`src/rtl/fp_pkg.sv`:
```
// ==== fp_pkg : shared binary32 field widths, constants and FPU types ==== rev 1.0
`default_nettype none

package fp_pkg;
  localparam int EXP_W    = 8;
  localparam int MAN_W    = 23;
  localparam int EXP_BIAS = 127;

  localparam logic [31:0] QNAN = 32'hFFC00000;
  localparam logic [31:0] PINF = 32'h7F800000;

  typedef enum logic [1:0] {IDLE, DIV, ROUND, DONE} fdiv_state_t;
  typedef enum logic [1:0] {ZERO, NORM, INF, NAN} fp_class_t;

  // Denormals (e==0) classify as ZERO, which is what flushes them.
  function automatic fp_class_t fp_classify(input logic [EXP_W-1:0] e,
                                            input logic [MAN_W-1:0] m);
    if (e == '0)      return ZERO;
    else if (e != '1) return NORM;
    else if (m == '0) return INF;
    else              return NAN;
  endfunction
endpackage

`default_nettype wire

```
`src/rtl/fdiv_step.sv`:
```
// ==== fdiv_step : one combinational restoring-division step ==== rev 1.0
`default_nettype none

module fdiv_step #(
  parameter int W = 24
) (
  input  logic [W-1:0] i_rem,
  input  logic [W-1:0] i_div,
  input  logic         i_bit,
  output logic [W-1:0] o_rem,
  output logic         o_q
);
  logic [W:0] w_sh;
  logic [W:0] w_diff;

  // i_rem < i_div on entry, so both candidate remainders fit in W bits.
  assign w_sh   = {i_rem, i_bit};
  assign w_diff = w_sh - {1'b0, i_div};
  assign o_q    = ~w_diff[W];
  assign o_rem  = o_q ? w_diff[W-1:0] : w_sh[W-1:0];
endmodule

`default_nettype wire

```
`src/rtl/fdiv_iter.sv`:
```
// ==== fdiv_iter : iterative binary32 divider (restoring, RNE, FTZ) ==== rev 1.0
`default_nettype none

module fdiv_iter
  import fp_pkg::*;
#(
  parameter int BITS_PER_CYCLE = 1,
  parameter int QBITS          = 26
) (
  input  logic        clk,
  input  logic        rst,
  input  logic [31:0] x1,
  input  logic [31:0] x2,
  input  logic        in_valid,
  output logic        in_ready,
  output logic [31:0] y,
  output logic        out_valid,
  input  logic        out_ready
);
  localparam int                ITERS    = QBITS / BITS_PER_CYCLE;
  localparam int                CNT_W    = 5;
  localparam logic [CNT_W-1:0]  CNT_LAST = CNT_W'(ITERS - 1);
  localparam logic signed [9:0] BIAS_S   = 10'(EXP_BIAS);

  fdiv_state_t r_state, w_next;

  logic [CNT_W-1:0]    r_cnt;
  logic                r_sign;
  logic                r_special;
  logic [31:0]         r_spec_y;
  logic signed [9:0]   r_exp;
  logic [23:0]         r_div;
  logic [23:0]         r_rem;
  logic [QBITS-1:0]    r_q;
  logic [QBITS-1:0]    r_nb;
  logic [31:0]         r_y;

  logic                w_accept;
  fp_class_t           w_c1, w_c2;
  logic                w_s;
  logic [23:0]         w_ma1, w_ma2;
  logic signed [9:0]   w_exp;
  logic                w_spec;
  logic [31:0]         w_spec_y;

  assign w_accept = in_valid && (r_state == IDLE);
  assign in_ready = (r_state == IDLE);
  assign out_valid = (r_state == DONE);
  assign y = r_y;

  assign w_c1  = fp_classify(x1[30:23], x1[22:0]);
  assign w_c2  = fp_classify(x2[30:23], x2[22:0]);
  assign w_s   = x1[31] ^ x2[31];
  assign w_ma1 = (x1[30:23] == '0) ? 24'd0 : {1'b1, x1[22:0]};
  assign w_ma2 = (x2[30:23] == '0) ? 24'd0 : {1'b1, x2[22:0]};
  assign w_exp = $signed({2'b00, x1[30:23]}) - $signed({2'b00, x2[30:23]}) + BIAS_S;

  always_comb begin
    w_spec   = 1'b1;
    w_spec_y = QNAN;
    if (w_c1 == NAN)
      w_spec_y = {x1[31], {EXP_W{1'b1}}, 1'b1, x1[21:0]};
    else if (w_c2 == NAN)
      w_spec_y = {x2[31], {EXP_W{1'b1}}, 1'b1, x2[21:0]};
    else if ((w_c1 == ZERO && w_c2 == ZERO) || (w_c1 == INF && w_c2 == INF))
      w_spec_y = QNAN;
    else if (w_c1 == INF || w_c2 == ZERO)
      w_spec_y = PINF | {w_s, 31'd0};
    else if (w_c1 == ZERO || w_c2 == INF)
      w_spec_y = {w_s, 31'd0};
    else
      w_spec = 1'b0;
  end

  // Step chain: each stage consumes the next dividend bit and retires one quotient bit.
  logic [23:0]               w_rem_ch [BITS_PER_CYCLE+1];
  logic [BITS_PER_CYCLE-1:0] w_qb;

  assign w_rem_ch[0] = r_rem;

  for (genvar gi = 0; gi < BITS_PER_CYCLE; gi++) begin : g_step
    fdiv_step #(.W(24)) u_step (
      .i_rem (w_rem_ch[gi]),
      .i_div (r_div),
      .i_bit (r_nb[QBITS-1-gi]),
      .o_rem (w_rem_ch[gi+1]),
      .o_q   (w_qb[BITS_PER_CYCLE-1-gi])
    );
  end

  // Normalise, round to nearest even, then range-check.
  logic              w_norm;
  logic              w_rem_nz;
  logic [23:0]       w_man;
  logic              w_guard;
  logic              w_sticky;
  logic              w_inc;
  logic [24:0]       w_man_r;
  logic signed [9:0] w_e_n;
  logic signed [9:0] w_e_r;
  logic [22:0]       w_frac;
  logic [31:0]       w_result;

  assign w_norm   = r_q[QBITS-1];
  assign w_rem_nz = |r_rem;
  assign w_man    = w_norm ? r_q[25:2] : r_q[24:1];
  assign w_guard  = w_norm ? r_q[1] : r_q[0];
  assign w_sticky = w_norm ? (r_q[0] | w_rem_nz) : w_rem_nz;
  assign w_e_n    = w_norm ? r_exp : r_exp - 10'sd1;
  assign w_inc    = w_guard & (w_sticky | w_man[0]);
  assign w_man_r  = {1'b0, w_man} + {24'd0, w_inc};
  assign w_e_r    = w_man_r[24] ? w_e_n + 10'sd1 : w_e_n;
  assign w_frac   = w_man_r[24] ? 23'd0 : w_man_r[22:0];

  always_comb begin
    w_result = {r_sign, w_e_r[7:0], w_frac};
    if (r_special)
      w_result = r_spec_y;
    else if (w_e_r >= 10'sd255)
      w_result = PINF | {r_sign, 31'd0};
    else if (w_e_r <= 10'sd0)
      w_result = {r_sign, 31'd0};
  end

  always_ff @(posedge clk or posedge rst) begin
    if (rst) r_state <= IDLE;
    else     r_state <= w_next;
  end

  always_comb begin
    w_next = r_state;
    case (r_state)
      IDLE:    if (in_valid) w_next = DIV;
      DIV:     if (r_cnt == '0) w_next = ROUND;
      ROUND:   w_next = DONE;
      DONE:    if (out_ready) w_next = IDLE;
      default: w_next = IDLE;
    endcase
  end

  always_ff @(posedge clk or posedge rst) begin
    if (rst) begin
      r_cnt     <= '0;
      r_sign    <= 1'b0;
      r_special <= 1'b0;
      r_spec_y  <= '0;
      r_exp     <= '0;
      r_div     <= '0;
      r_rem     <= '0;
      r_q       <= '0;
      r_nb      <= '0;
      r_y       <= '0;
    end else begin
      if (w_accept) begin
        r_cnt     <= CNT_LAST;
        r_sign    <= w_s;
        r_special <= w_spec;
        r_spec_y  <= w_spec_y;
        r_exp     <= w_exp;
        r_div     <= w_ma2;
        // Dividend is ma1<<25; its top 23 bits yield zero quotient bits, so preload them.
        r_rem     <= {1'b0, w_ma1[23:1]};
        r_nb      <= {w_ma1[0], {(QBITS-1){1'b0}}};
        r_q       <= '0;
      end else if (r_state == DIV) begin
        r_cnt <= r_cnt - 1'b1;
        r_rem <= w_rem_ch[BITS_PER_CYCLE];
        r_q   <= {r_q[QBITS-1-BITS_PER_CYCLE:0], w_qb};
        r_nb  <= r_nb << BITS_PER_CYCLE;
      end
      if (r_state == ROUND) r_y <= w_result;
    end
  end
endmodule

`default_nettype wire

```
`config.mk`:
```
export PLATFORM = sky130hd
export DESIGN_NAME = fdiv_iter
export DESIGN_NICKNAME = d
export VERILOG_FILES = /design/src/rtl/fp_pkg.sv /design/src/rtl/fdiv_step.sv /design/src/rtl/fdiv_iter.sv
export SDC_FILE = /design/constraint.sdc
export NUM_CORES = 1
export LEC_CHECK = 0
export BUFFER_PORTS_ARGS = -buffer_cell sky130_fd_sc_hd__buf_2
export CAP_MARGIN = 15
export CORE_MARGIN = 2
export CORE_UTILIZATION = 55
export DETAILED_ROUTE_END_ITERATION = 6
export GPL_ROUTABILITY_DRIVEN = 0
export GPL_TIMING_DRIVEN = 0
export PLACE_DENSITY_LB_ADDON = 0.3
export SYNTH_ARGS = -nofsm -noshare
export SYNTH_HDL_FRONTEND = slang
export SYNTH_SLANG_ARGS = --single-unit
```
`constraint.sdc`:
```
create_clock -name clk -period 5.41 [get_ports clk]
set_input_delay 0.2705 -clock clk [delete_from_list [all_inputs] [get_ports clk]]
set_output_delay 0.2705 -clock clk [all_outputs]
set_load 0.02 [all_outputs]
```
Word-level counts from Yosys, hierarchy flattened
Index checks and enable logic that the tools add are counted.
- logic and storage cells: 94
- output and inout bits: 34
- bits in registers: 183
- bits of input ports: 68
- equal/unequal tests: 12
- reduce and logical (&&, ||, !) cells: 17
- mux-type cells: 40
- add/subtract/negate cells: 7
- $lt $le $gt $ge: 2
- bitwise gates (word level): 5
- operators with widths (operator ; number):
    32-bit two-way mux ; 6
    24-bit two-way mux ; 6
    26-bit two-way mux ; 4
    31-bit two-way mux ; 2
    23-bit logical NOT ; 2
    24-bit by 1-bit adder with 25-bit output ; 1
    25-bit by 24-bit subtractor with 25-bit output ; 1
    24-bit OR reduction ; 1
    23-bit two-way mux ; 1
    10-bit two-way mux ; 2
    8-bit logical NOT ; 2
    8-bit inequality test, second input constant ; 2
    2-bit two-way mux ; 7
    2-bit == test, second input constant ; 6
    10-bit by 2-bit adder with 10-bit output, second input constant ; 1
    9-bit by 8-bit adder with 10-bit output, second input constant ; 1
    10-bit by 9-bit >= comparator with 1-bit output, second input constant ; 1
    10-bit by 1-bit less-or-equal comparator with 1-bit output, second input constant ; 1
    5-bit two-way mux ; 2
    10-bit by 2-bit subtractor with 10-bit output, second input constant ; 1
    1-bit two-way mux ; 9
    8-bit by 8-bit subtractor with 9-bit output ; 1
    2-bit case mux with 4 select lines ; 1
    2-bit logical NOT ; 3
    other kinds (13) ; 19

Depth between registers and ports, before layout
- depth in word-level cells: 11
- depth in mapped cells: 20
- gate-level depth less buffers: 13

Cells and area by module
A second synthesis with hierarchy kept.
- cells, all modules: 1293
- area total of the unflattened synthesis: 11194.5 um^2
- modules (own cells, without submodules) (module ; times used ; cells each ; area each (um^2) ; seq. area each (um^2)):
    fdiv_iter ; 1 ; 1037 ; 9308.9 ; 3778.6
    fdiv_step ; 1 ; 256 ; 1885.6 ; 0.0

Worst setup path before layout
Ideal clock, no wire load.
- path type: register to register
- start: register r_q[25]
- end: register r_y[18] (netlist: y[18])
- data required time: 5.320 ns
- path slack: 1.142 ns
- arrival: 4.179 ns
- stages on the path, launching flop included: 20
- clock period less this slack: 4.268 ns
- buffers on the path: 8
- library setup time: 0.090 ns
- path through: dfrtp_1 -> buf_6 -> buf_2 -> clkbuf_1 -> buf_1 -> clkbuf_1 -> mux2_2 -> ha_1 -> and2_1 -> and4_1 -> buf_6 -> and4_1 -> buf_6 -> and4b_1 -> xnor2_1 -> o31a_1 -> o21ai_1 -> or3_4 -> buf_6 -> o31ai_4
- word-level cells in the longest chain between the ends: 9
- elaborated cells on any way between the ends: 15
- classes of those cells: 2 x add/sub; 2 x order compare; 9 x mux; 2 x bitwise
- ends and longest elaborated chain (item ; line ; source):
    start, declared ; fdiv_iter.sv:34 ; logic [QBITS-1:0] r_q;
    start signal, assigned ; fdiv_iter.sv:168 ; r_q <= {r_q[QBITS-1-BITS_PER_CYCLE:0], w_qb};
    1-bit two-way mux or 24-bit two-way mux (tied branches) ; fdiv_iter.sv:108, fdiv_iter.sv:106 ;
    1-bit OR ; fdiv_iter.sv:110 ; assign w_inc = w_guard & (w_sticky | w_man[0]);
    1-bit bitwise AND ; fdiv_iter.sv:110 ;
    24-bit by 1-bit adder with 25-bit output ; fdiv_iter.sv:111 ; assign w_man_r = {1'b0, w_man} + {24'd0, w_inc};
    10-bit two-way mux ; fdiv_iter.sv:112 ; assign w_e_r = w_man_r[24] ? w_e_n + 10'sd1 : w_e_n;
    10-bit by 1-bit less-or-equal comparator with 1-bit output ; fdiv_iter.sv:121 ; else if (w_e_r <= 10'sd0)
    31-bit two-way mux ; fdiv_iter.sv:121 ;
    31-bit two-way mux * ; fdiv_iter.sv:119 ; else if (w_e_r >= 10'sd255)
    32-bit two-way mux * ; fdiv_iter.sv:117 ; if (r_special)
    end signal, assigned ; fdiv_iter.sv:171 ; if (r_state == ROUND) r_y <= w_result;
    end, declared ; fdiv_iter.sv:36 ; logic [31:0] r_y;
Mark *: on every way between the ends. The rest lies on a longest branch, timed or not.
A chain may end at the register's enable or synchronous reset.

Final worst setup path
Same ends and word-level chain as after synthesis.

==> run metrics <==
Die W 142 um; Seq cells post-synth 151; Critical R2R Launch r_q[25]; data required time of the worst path 5.77 ns; Cell Area, Synth 10500 um^2; CORE AREA 18800 um^2; CTS tree done; outcome finished clean; Crit path arrival time 5.30 ns; DR vias 10200; CTS clock-pin slew for the worst setup and hold paths 0.07 ns; DP HPWL 23.6 mm; Max-cap violations 0; initial antenna violation count 0; Max IR drop VDD 0.341 mV; Die Ht 142 um; total CTS buffers 17; total power 7560 uW; Post-synth ARST share 100%; CP endpoint kind flip-flop; Worst Setup SP r_q[25]; 1st-pass router iterations 5; grt peak-use layer met2; worst hold start x2[12]; endpoint of the worst-slack reg-to-reg timing path y[18]; Synth warnings 0; Initial DRC Count 1051; Initial Utilization 56.2%; clk sinks 151; first-pass GRT wire length 50.0 mm; most frequent cells in the layout nand2_1, dfrtp_1, o21ai_0, buf_2, a21oi_1; DRC viols 0; WL final 31.6 mm; Post-CTS Setup Repair Bufs 0; commonest non-fill, non-tap cell in the layout nand2_1; port buffer count 101; CP Class flip-flop to flip-flop; final setup TNS 0 ns; met3 usage 6.76%; startpoint types flip-flop; RSZ-0062 raised after global routing false; H-tree depth 4; share of the synthesized area in the top cell type 35.8%; largest net degree at the start of global routing 88; Main synth FF type dfrtp_1; Layout area overhead 13.4%; die area 20300 um^2; Place WS 0.357 ns; Avg Cell Area, Syn 8.41 um^2; final period demand of the worst path 4.95 ns; Post-synth EDFFs 0; worst-path fanout max 10; CTS root buffer clkbuf_16; Routed WL per cell 19.5 um; # fillers 1592; Hold Path Class input port to flip-flop; post-route worst setup slack 0.462 ns; Syn Inst Count 1254; Synth area leader dfrtp_1; Reg2Reg Depth 19; sequential-to-total area share from yosys stat 35.8%; Power per Cell Area 632 nW/um^2; met2 GRT Util 47.6%; fmax 202 MHz; # IOs 102; final setup vio count 0; Slew Viols, Final 0; layout cells sized above 1 14.3%; antenna cell count 0; hold-critical path depth 3; Final Cycle Share 91.5%; setup slack, reg-to-reg 0.46 ns; GRT Util Overall 31.8%; top post-synthesis cells by area dfrtp_1, o21ai_0, nand2_1; clk_lat worst skew 0.44 ns; syn_nets 1366; clk_skew 0.00990 ns; Worst Hold End r_div[12]; Slew headroom 38.5%; final net count 1488; Leak Pwr 0.00516 uW; Final Hold Viols 0; DR vias/cell 6.31; Slew @ Worst Pin 0.917 ns; Longest Clk Path Bufs 2; post-synth cell types 76; Routed Antenna Nets 0; GRT Residual Overflow 0; vias in the first global route 9550; met1 Use GR 43.3%; num rows 50
layout make-up:
cell class	instances	area, um^2	area share, %
sequential	151	3780	31.6
multi-input combinational	957	6170	51.6
timing repair buffer	103	543	4.54
clock inverter	13	133	1.11
tap	234	293	2.45
buffer	86	378	3.16
inverter	60	230	1.92
clock buffer	18	439	3.67
report_power, final:
group | total (uW) | switching (uW) | leakage, uW | internal [uW]
logic | 4530 | 2720 | 0.00298 | 1820
clock network | 1180 | 498 | 0.000285 | 685
registers | 1840 | 303 | 0.00190 | 1540
critical path, stage by stage (launching register included):
cell      delay (ns)
dfrtp_1         0.34
buf_6           0.17
buf_2           0.29
clkbuf_1        0.39
clkbuf_2        0.37
clkbuf_1        0.45
mux2_2          0.40
ha_1            0.21
and2_1          0.16
and4_1          0.16
buf_6           0.14
and4_1          0.15
buf_6           0.13
and4b_1         0.19
xnor2_1         0.14
o31a_1          0.18
o21ai_1         0.12
or3_4           0.45
buf_6           0.17
o31ai_4         0.22
metrics by stage:
step	cell area, um^2	utilization [%]	hold slack, ns	cells
after floorplan	10500	-	0.405	1254
after global placement	11300	60.4	0.466	1589
after detailed placement	11400	60.6	0.415	1590
after CTS	12000	63.7	0.101	1622
after global routing	12000	63.7	0.101	1622
final	12000	63.7	0.105	1622
logic make-up after synthesis:
family	Yosys count	synth area share (%)
adder cells (fa/ha/maj)	44	5.36
AND/OR/NAND/NOR	430	20.7
buffers and inverters	146	5.69
XOR/XNOR	80	6.72
AO/OA/AOI/OAI	339	19.6
flip-flops	151	35.8
multiplexers	64	6.18
how the worst max path moves through the flow:
stage / to / cells after the start
5_1_grt: y[5] / 19
3_3_place_gp: r_q[6] / 2
2_1_floorplan: r_cnt[0] / 1
4_1_cts: y[18] / 19
6_report: y[18] / 19
3_5_place_dp: y[18] / 19
state kept, by name (all words and copies together) (netlist names), 2 cells and up:
signal,cells
y,32
r_spec_y,25
r_state,2
r_cnt,5
r_q,26
r_rem,24
r_exp,10
r_div,24
cell usage after synthesis (all sizes together) (7+ instances only):
library cell and instances:
nor2b 12, nor2 85, a31o 18, inv 60, and4 7, nand2b 9
nand4 21, xor2 33, a21oi 90, buf 28, a211oi 8, ha 42
nand2 155, a31oi 11, or3 7, o21ai 126, mux2i 55, o31ai 7
a21o 11, nor3b 30, o22ai 24, nor3 19, and2 11, dfrtp 151
nor4 24, nand3 24, and3 8, clkbuf 58, mux2 9, xnor2 47
metal layers:
metal | part of all wire (%) | vias to the layer above
met5 | 0 | -
met4 | 5.3 | 0
met3 | 9.3 | 128
li1 | - | 4710
met2 | 44 | 578
met1 | 41 | 4812
repair_timing:
action	in CTS	in global routing
endpoints found under the hold margin	64	0
resized for setup	0	3
endpoints found under the setup margin	0	7
hold buffers	1	0
(Power assumes the default switching activity.)
